File: config.mk
export PLATFORM = sky130hd
export DESIGN_NAME = serial_addsub_flat
export DESIGN_NICKNAME = d
export VERILOG_FILES = /design/src/rtl/serial_addsub_if.sv /design/src/rtl/serial_addsub.sv /design/src/flat_wrapper.sv
export SDC_FILE = /design/constraint.sdc
export NUM_CORES = 1
export LEC_CHECK = 0
export BUFFER_PORTS_ARGS = -buffer_cell sky130_fd_sc_hd__buf_2
export CORE_ASPECT_RATIO = 1.5
export CORE_MARGIN = 5
export CORE_UTILIZATION = 38
export CTS_CLUSTER_SIZE = 8
export DETAILED_ROUTE_END_ITERATION = 8
export PLACE_DENSITY = 0.7
export SLEW_MARGIN = 20
export SYNTH_ARGS = -nofsm -noshare
export SYNTH_HDL_FRONTEND = slang
export SYNTH_SLANG_ARGS = --single-unit
File: constraint.sdc
create_clock -name clk -period 1.8 [get_ports clk]
set_clock_uncertainty 0.1 [all_clocks]
set_input_delay 0.09 -clock clk [delete_from_list [all_inputs] [get_ports clk]]
set_output_delay 0.09 -clock clk [all_outputs]
set_load 0.02 [all_outputs]
File: src/rtl/serial_addsub_if.sv
// rtl/serial_addsub_if.sv - start/busy/done operand and result bundle for serial_addsub
interface serial_addsub_if #(
  parameter int WIDTH = 8
);
  logic             start;
  logic             mode;
  logic [WIDTH-1:0] a;
  logic [WIDTH-1:0] b;
  logic             cin;
  logic             busy;
  logic             done;
  logic [WIDTH-1:0] result;
  logic             cout;
  logic             ovf;

  modport master (
    output start, mode, a, b, cin,
    input  busy, done, result, cout, ovf
  );

  modport slave (
    input  start, mode, a, b, cin,
    output busy, done, result, cout, ovf
  );
endinterface

File: src/rtl/serial_addsub.sv
// rtl/serial_addsub.sv - digit-serial two's-complement adder/subtractor, LSB first
module serial_addsub #(
  parameter int WIDTH = 8,
  parameter int DIGIT = 1
) (
  input logic           clk,
  input logic           rst_n,
  serial_addsub_if.slave bus
);
  localparam int N  = WIDTH / DIGIT;
  localparam int CW = (N > 1) ? $clog2(N) : 1;
  localparam logic [CW-1:0] LAST = CW'(N - 1);

  typedef enum logic [1:0] {IDLE, RUN, DONE} state_t;

  state_t           state;
  logic [WIDTH-1:0] a_sh;
  logic [WIDTH-1:0] b_sh;
  logic [WIDTH-1:0] res_sh;
  logic [CW-1:0]    cnt;
  logic             chain;
  logic             mode_r;
  logic             a_msb;
  logic             b_msb;
  logic             busy_r;
  logic             done_r;
  logic [WIDTH-1:0] result_r;
  logic             cout_r;
  logic             ovf_r;

  logic [DIGIT-1:0] dbits;
  logic             chain_next;
  logic [WIDTH-1:0] res_next;

  assign bus.busy   = busy_r;
  assign bus.done   = done_r;
  assign bus.result = result_r;
  assign bus.cout   = cout_r;
  assign bus.ovf    = ovf_r;

  // Ripple the carry/borrow through the DIGIT low bits of the operand shifters.
  always_comb begin
    chain_next = chain;
    dbits      = '0;
    for (int i = 0; i < DIGIT; i++) begin
      dbits[i] = a_sh[i] ^ b_sh[i] ^ chain_next;
      if (mode_r)
        chain_next = (~a_sh[i] & b_sh[i]) | (~(a_sh[i] ^ b_sh[i]) & chain_next);
      else
        chain_next = (a_sh[i] & b_sh[i]) | (a_sh[i] & chain_next) | (b_sh[i] & chain_next);
    end
    res_next = (res_sh >> DIGIT) | (WIDTH'(dbits) << (WIDTH - DIGIT));
  end

  always_ff @(posedge clk) begin
    if (!rst_n) begin
      state    <= IDLE;
      a_sh     <= '0;
      b_sh     <= '0;
      res_sh   <= '0;
      cnt      <= '0;
      chain    <= 1'b0;
      mode_r   <= 1'b0;
      a_msb    <= 1'b0;
      b_msb    <= 1'b0;
      busy_r   <= 1'b0;
      done_r   <= 1'b0;
      result_r <= '0;
      cout_r   <= 1'b0;
      ovf_r    <= 1'b0;
    end else begin
      case (state)
        IDLE, DONE: begin
          done_r <= 1'b0;
          if (bus.start) begin
            a_sh   <= bus.a;
            b_sh   <= bus.b;
            res_sh <= '0;
            chain  <= bus.cin;
            mode_r <= bus.mode;
            a_msb  <= bus.a[WIDTH-1];
            b_msb  <= bus.b[WIDTH-1];
            cnt    <= '0;
            busy_r <= 1'b1;
            state  <= RUN;
          end else begin
            busy_r <= 1'b0;
            state  <= IDLE;
          end
        end
        RUN: begin
          a_sh   <= a_sh >> DIGIT;
          b_sh   <= b_sh >> DIGIT;
          res_sh <= res_next;
          chain  <= chain_next;
          cnt    <= cnt + 1'b1;
          if (cnt == LAST) begin
            // Overflow: operand signs match (add) or differ (sub) and result sign flips.
            result_r <= res_next;
            cout_r   <= chain_next;
            ovf_r    <= ((a_msb ^ b_msb) == mode_r) && (res_next[WIDTH-1] != a_msb);
            busy_r   <= 1'b0;
            done_r   <= 1'b1;
            state    <= DONE;
          end
        end
        default: begin
          busy_r <= 1'b0;
          done_r <= 1'b0;
          state  <= IDLE;
        end
      endcase
    end
  end
endmodule

File: src/flat_wrapper.sv
// flat-port wrapper written by rule: the top's interface ports become plain ports
module serial_addsub_flat 
#(
  parameter int WIDTH = 8,
  parameter int DIGIT = 1
)
  (clk, rst_n, bus_start, bus_mode, bus_a, bus_b, bus_cin, bus_busy, bus_done, bus_result, bus_cout, bus_ovf);
  serial_addsub_if #(.WIDTH(WIDTH)) bus_i ();
  input logic clk;
  input logic rst_n;
  input wire logic [$bits(bus_i.start)-1:0] bus_start;
  input wire logic [$bits(bus_i.mode)-1:0] bus_mode;
  input wire logic [$bits(bus_i.a)-1:0] bus_a;
  input wire logic [$bits(bus_i.b)-1:0] bus_b;
  input wire logic [$bits(bus_i.cin)-1:0] bus_cin;
  output wire logic [$bits(bus_i.busy)-1:0] bus_busy;
  output wire logic [$bits(bus_i.done)-1:0] bus_done;
  output wire logic [$bits(bus_i.result)-1:0] bus_result;
  output wire logic [$bits(bus_i.cout)-1:0] bus_cout;
  output wire logic [$bits(bus_i.ovf)-1:0] bus_ovf;
  assign bus_i.start = bus_start;
  assign bus_i.mode = bus_mode;
  assign bus_i.a = bus_a;
  assign bus_i.b = bus_b;
  assign bus_i.cin = bus_cin;
  assign bus_busy = bus_i.busy;
  assign bus_done = bus_i.done;
  assign bus_result = bus_i.result;
  assign bus_cout = bus_i.cout;
  assign bus_ovf = bus_i.ovf;
  serial_addsub #(.WIDTH(WIDTH), .DIGIT(DIGIT)) u_core (.clk(clk), .rst_n(rst_n), .bus(bus_i));
endmodule
==> flow_metrics.py <==
metrics = {
    "power_and_ir_drop": {
        "vdd_drop_max_uv": 632.3,
        "p_total_mw": 1.866,
        "clkPwrFrac_pct": 31.6,
        "comb_power_share_pct": 13.5,
        "power_density_nw_per_um2": 818.5,
        "p_leak_nw": 0.9348,
        "switching_share_pct": 25.61,
        "pwr-share-seq_pct": 54.9,
        "switchingPower_mw": 0.4779,
        "p_int_mw": 1.388,
    },
    "detailed_routing": {
        "drtIter0Drc": 81,
        "wirelength_um": 3853,
        "dr.pass1.iters": 4,
        "wl_per_cell_um": 11.86,
        "antenna_left": 0,
        "vias_per_cell": 4.855,
        "drc": 0,
        "vias": 1578,
    },
    "timing": {
        "max_freq_mhz": 620.8,
        "maxSlewViolCount": 0,
        "setup_viol": 0,
        "setup_tns_ps": 0,
        "rsz0062_at_grt": "no",
        "slew_headroom_pct": 59.85,
        "period_share_pct": 89.50,
        "worstMarginPinSlew_ps": 602.3,
        "finalCriticalPeriod_ps": 1611,
        "hold_viol_final": 0,
    },
    "synth": {
        "syn_area_per_cell_um2": 8.565,
        "synth.top_cell.area_share_pct": 47.19,
        "ys_ff_latch": 43,
        "syn_inst": 213,
        "syn_area_um2": 1824,
        "synth_largest_area_cell": "dfxtp_1",
        "synth_area_leaders": "dfxtp_1, nand2_1, a21boi_0",
        "synth_warnings": 0,
        "ys_seq_area_share_pct": 47.19,
        "dominantRegCellSynth": "dfxtp_1",
        "synth_most_common_cell": "nand2_1",
        "synth_edf_count": 0,
        "synth.lib_cells_used.distinct": 26,
        "ys_top_cells_by_count": "nand2_1, dfxtp_1, nand3_1",
        "async_flop_share_pct": 0,
        "syn-num-nets": 238,
    },
    "setup_path": {
        "setup.worst_path.start_class": "flop",
        "critPathSlowestCell": "fa_1",
        "worstSetupEndpointType": "flop",
        "critPathKind": "reg -> reg",
        "path_cells": "inv_1 -> fa_1 -> nand2b_1 -> mux2i_1 -> o211a_1",
        "crit_path_max_fanout": 4,
        "worstPathRequired_ps": 1890,
        "crit_path_max_incr_delay_ps": 600,
        "crit_arrival_ps": 1700,
    },
    "clock_network": {
        "cts_resized": 0,
        "insertion_delay_ps": 290,
        "cts_tree": "built",
        "cts_sinks": 43,
        "postCtsSetupRepairBufs": 0,
        "ctsRootBufferMaster": "clkbuf_8",
        "cts_buffers": 5,
        "h-tree-depth": 2,
        "clk_pin_slew_ps": 80,
        "clock_path_buffers": 2,
    },
    "global_route": {
        "grt_max_degree": 44,
        "grt_overflow_total": 0,
        "grt_pass1_vias": 1559,
        "grt_pass1_wl_um": 6699,
        "grt_use_total_pct": 13.81,
        "antenna_found_initial": 0,
    },
    "layout": {
        "multi_input_area_um2": 845.8,
        "regArea_um2": 860.8,
        "nNetsFinal": 283,
        "final_util_pct": 48.18,
        "antenna_cells": 0,
        "n_fill_cell": 485,
        "drive_gt1_share_pct": 16.99,
        "syn2layout_area_growth_pct": 24.97,
    },
    "floorplan": {
        "coreArea_um2": 4732,
        "die_h_um": 94.86,
        "start_util_pct": 38.55,
        "fp.dieW_um": 66.57,
        "ios": 33,
        "fp-row-count": 31,
        "dieArea_um2": 6315,
    },
    "min_path": {
        "hp-class": "in -> reg",
    },
    "placement": {
        "dp_hpwl_um": 2468,
        "numPortBuffers": 32,
        "gp_congestion": 0.7581,
    },
    "run": {
        "drv_cap": 0,
    },
    "outcome": {
        "status": "complete, no violations",
    },
}
[power by group through the flow]
stage | combinational (mW) | clock (mW) | sequential, mW
finish | 0.253 | 0.589 | 1.02
global route | 0.287 | 0.664 | 1.03
detailed placement | 0.225 | 0 | 1.05
floorplan | 0.171 | 0 | 1.04
CTS | 0.254 | 0.611 | 1.02
global placement | 0.219 | 0 | 1.04
[per-layer routing]
layer  wire length [µm]  up-vias  GRT usage, %
li1                   -      808             -
met1               1677      721         14.66
met2               1926       43         24.67
met3                182        6         4.405
met4                 66        0         5.593
met5                  0        -             0
[cells in the final DEF, fill, tap and decap left out]
master and instances:
nand3_1 19, o211a_1 2, and3_1 2, buf_4 5, xor2_1 1, and2_1 1, nand3b_1 1, o21ai_0 16
clkbuf_1 2, mux2i_1 3, buf_12 1, nor2b_1 2, a21boi_1 8, a31oi_1 15, dlygate4sd3_1 18, dfxtp_1 43
buf_2 32, and2b_1 1, nand2_1 53, ha_1 2, o21a_1 1, fa_1 2, nor2_1 1, clkinv_2 1
nand2b_1 5, a21boi_0 14, inv_1 3, clkbuf_8 5
[what timing repair did]
action / in CTS / in global routing
hold buffers: 18 / 0
hold endpoints to repair: 20 / 0
endpoints found under the setup margin: 0 / 0
[flip-flops by register name, indices dropped and copies added (netlist names)]
signal and cells:
u_core.bus.result 8, u_core.b_msb 1, u_core.chain 1, u_core.bus.cout 1, u_core.a_msb 1, u_core.b_sh 8
u_core.cnt 3, u_core.bus.ovf 1, u_core.bus.done 1, u_core.res_sh 7, u_core.state 2, u_core.mode_r 1
u_core.a_sh 8
[kinds of logic (layout without fill, tap and decap cells)]
| family | count (synthesis) | after routing | share of synthesized area, % |
|---|---|---|---|
| AO/OA/AOI/OAI | 56 | 56 | 20.10 |
| XOR/XNOR | 1 | 1 | 0.4802 |
| adder cells (fa/ha/maj) | 4 | 4 | 3.566 |
| buffers and inverters | 21 | 67 | 6.446 |
| flip-flops | 43 | 43 | 47.19 |
| multiplexers | 3 | 3 | 1.646 |
| AND/OR/NAND/NOR | 85 | 85 | 20.58 |
[path summary, 6_finish.rpt]
kind | startpoint | endpoint | slack (ps) | cells after the start
worst max-delay path | u_core.chain | u_core.bus.ovf | 190 | 5
worst min-delay path | rst_n | u_core.bus.ovf | 230 | 2
worst max register to register | u_core.chain | u_core.bus.ovf | 190 | 5
worst min register to register | u_core.bus.result[2] | u_core.bus.result[2] | 360 | 2
[worst max-delay path: cells and delay by family (launching register included)]
kind | cells | cell delay (ps)
flops | 1 | 330
buf+inv | 1 | 80
fa+ha+maj | 1 | 600
compound gates | 1 | 200
simple gates | 1 | 130
mux | 1 | 70
[area by class of cell]
class	instances	share of cell area [%]
Tap cell	66	3.622
Sequential cell	43	37.76
Inverter	3	0.4940
Multi-Input combinational cell	149	37.10
Clock inverter	1	0.2195
Clock buffer	7	3.348
Timing Repair Buffer	56	17.45
[metrics by stage]
stage	cells	instance area, µm²	hold slack, ps	setup slack, ps
2_1_floorplan	213	1824	128.3	276.6
3_3_place_gp	299	2018	252.7	249.5
3_5_place_dp	299	2018	258.0	192.3
4_1_cts	325	2280	223.0	182.2
5_1_grt	325	2280	264.4	110.3
6_report	325	2280	231.2	189.1
Power figures use the tool's default switching activity.
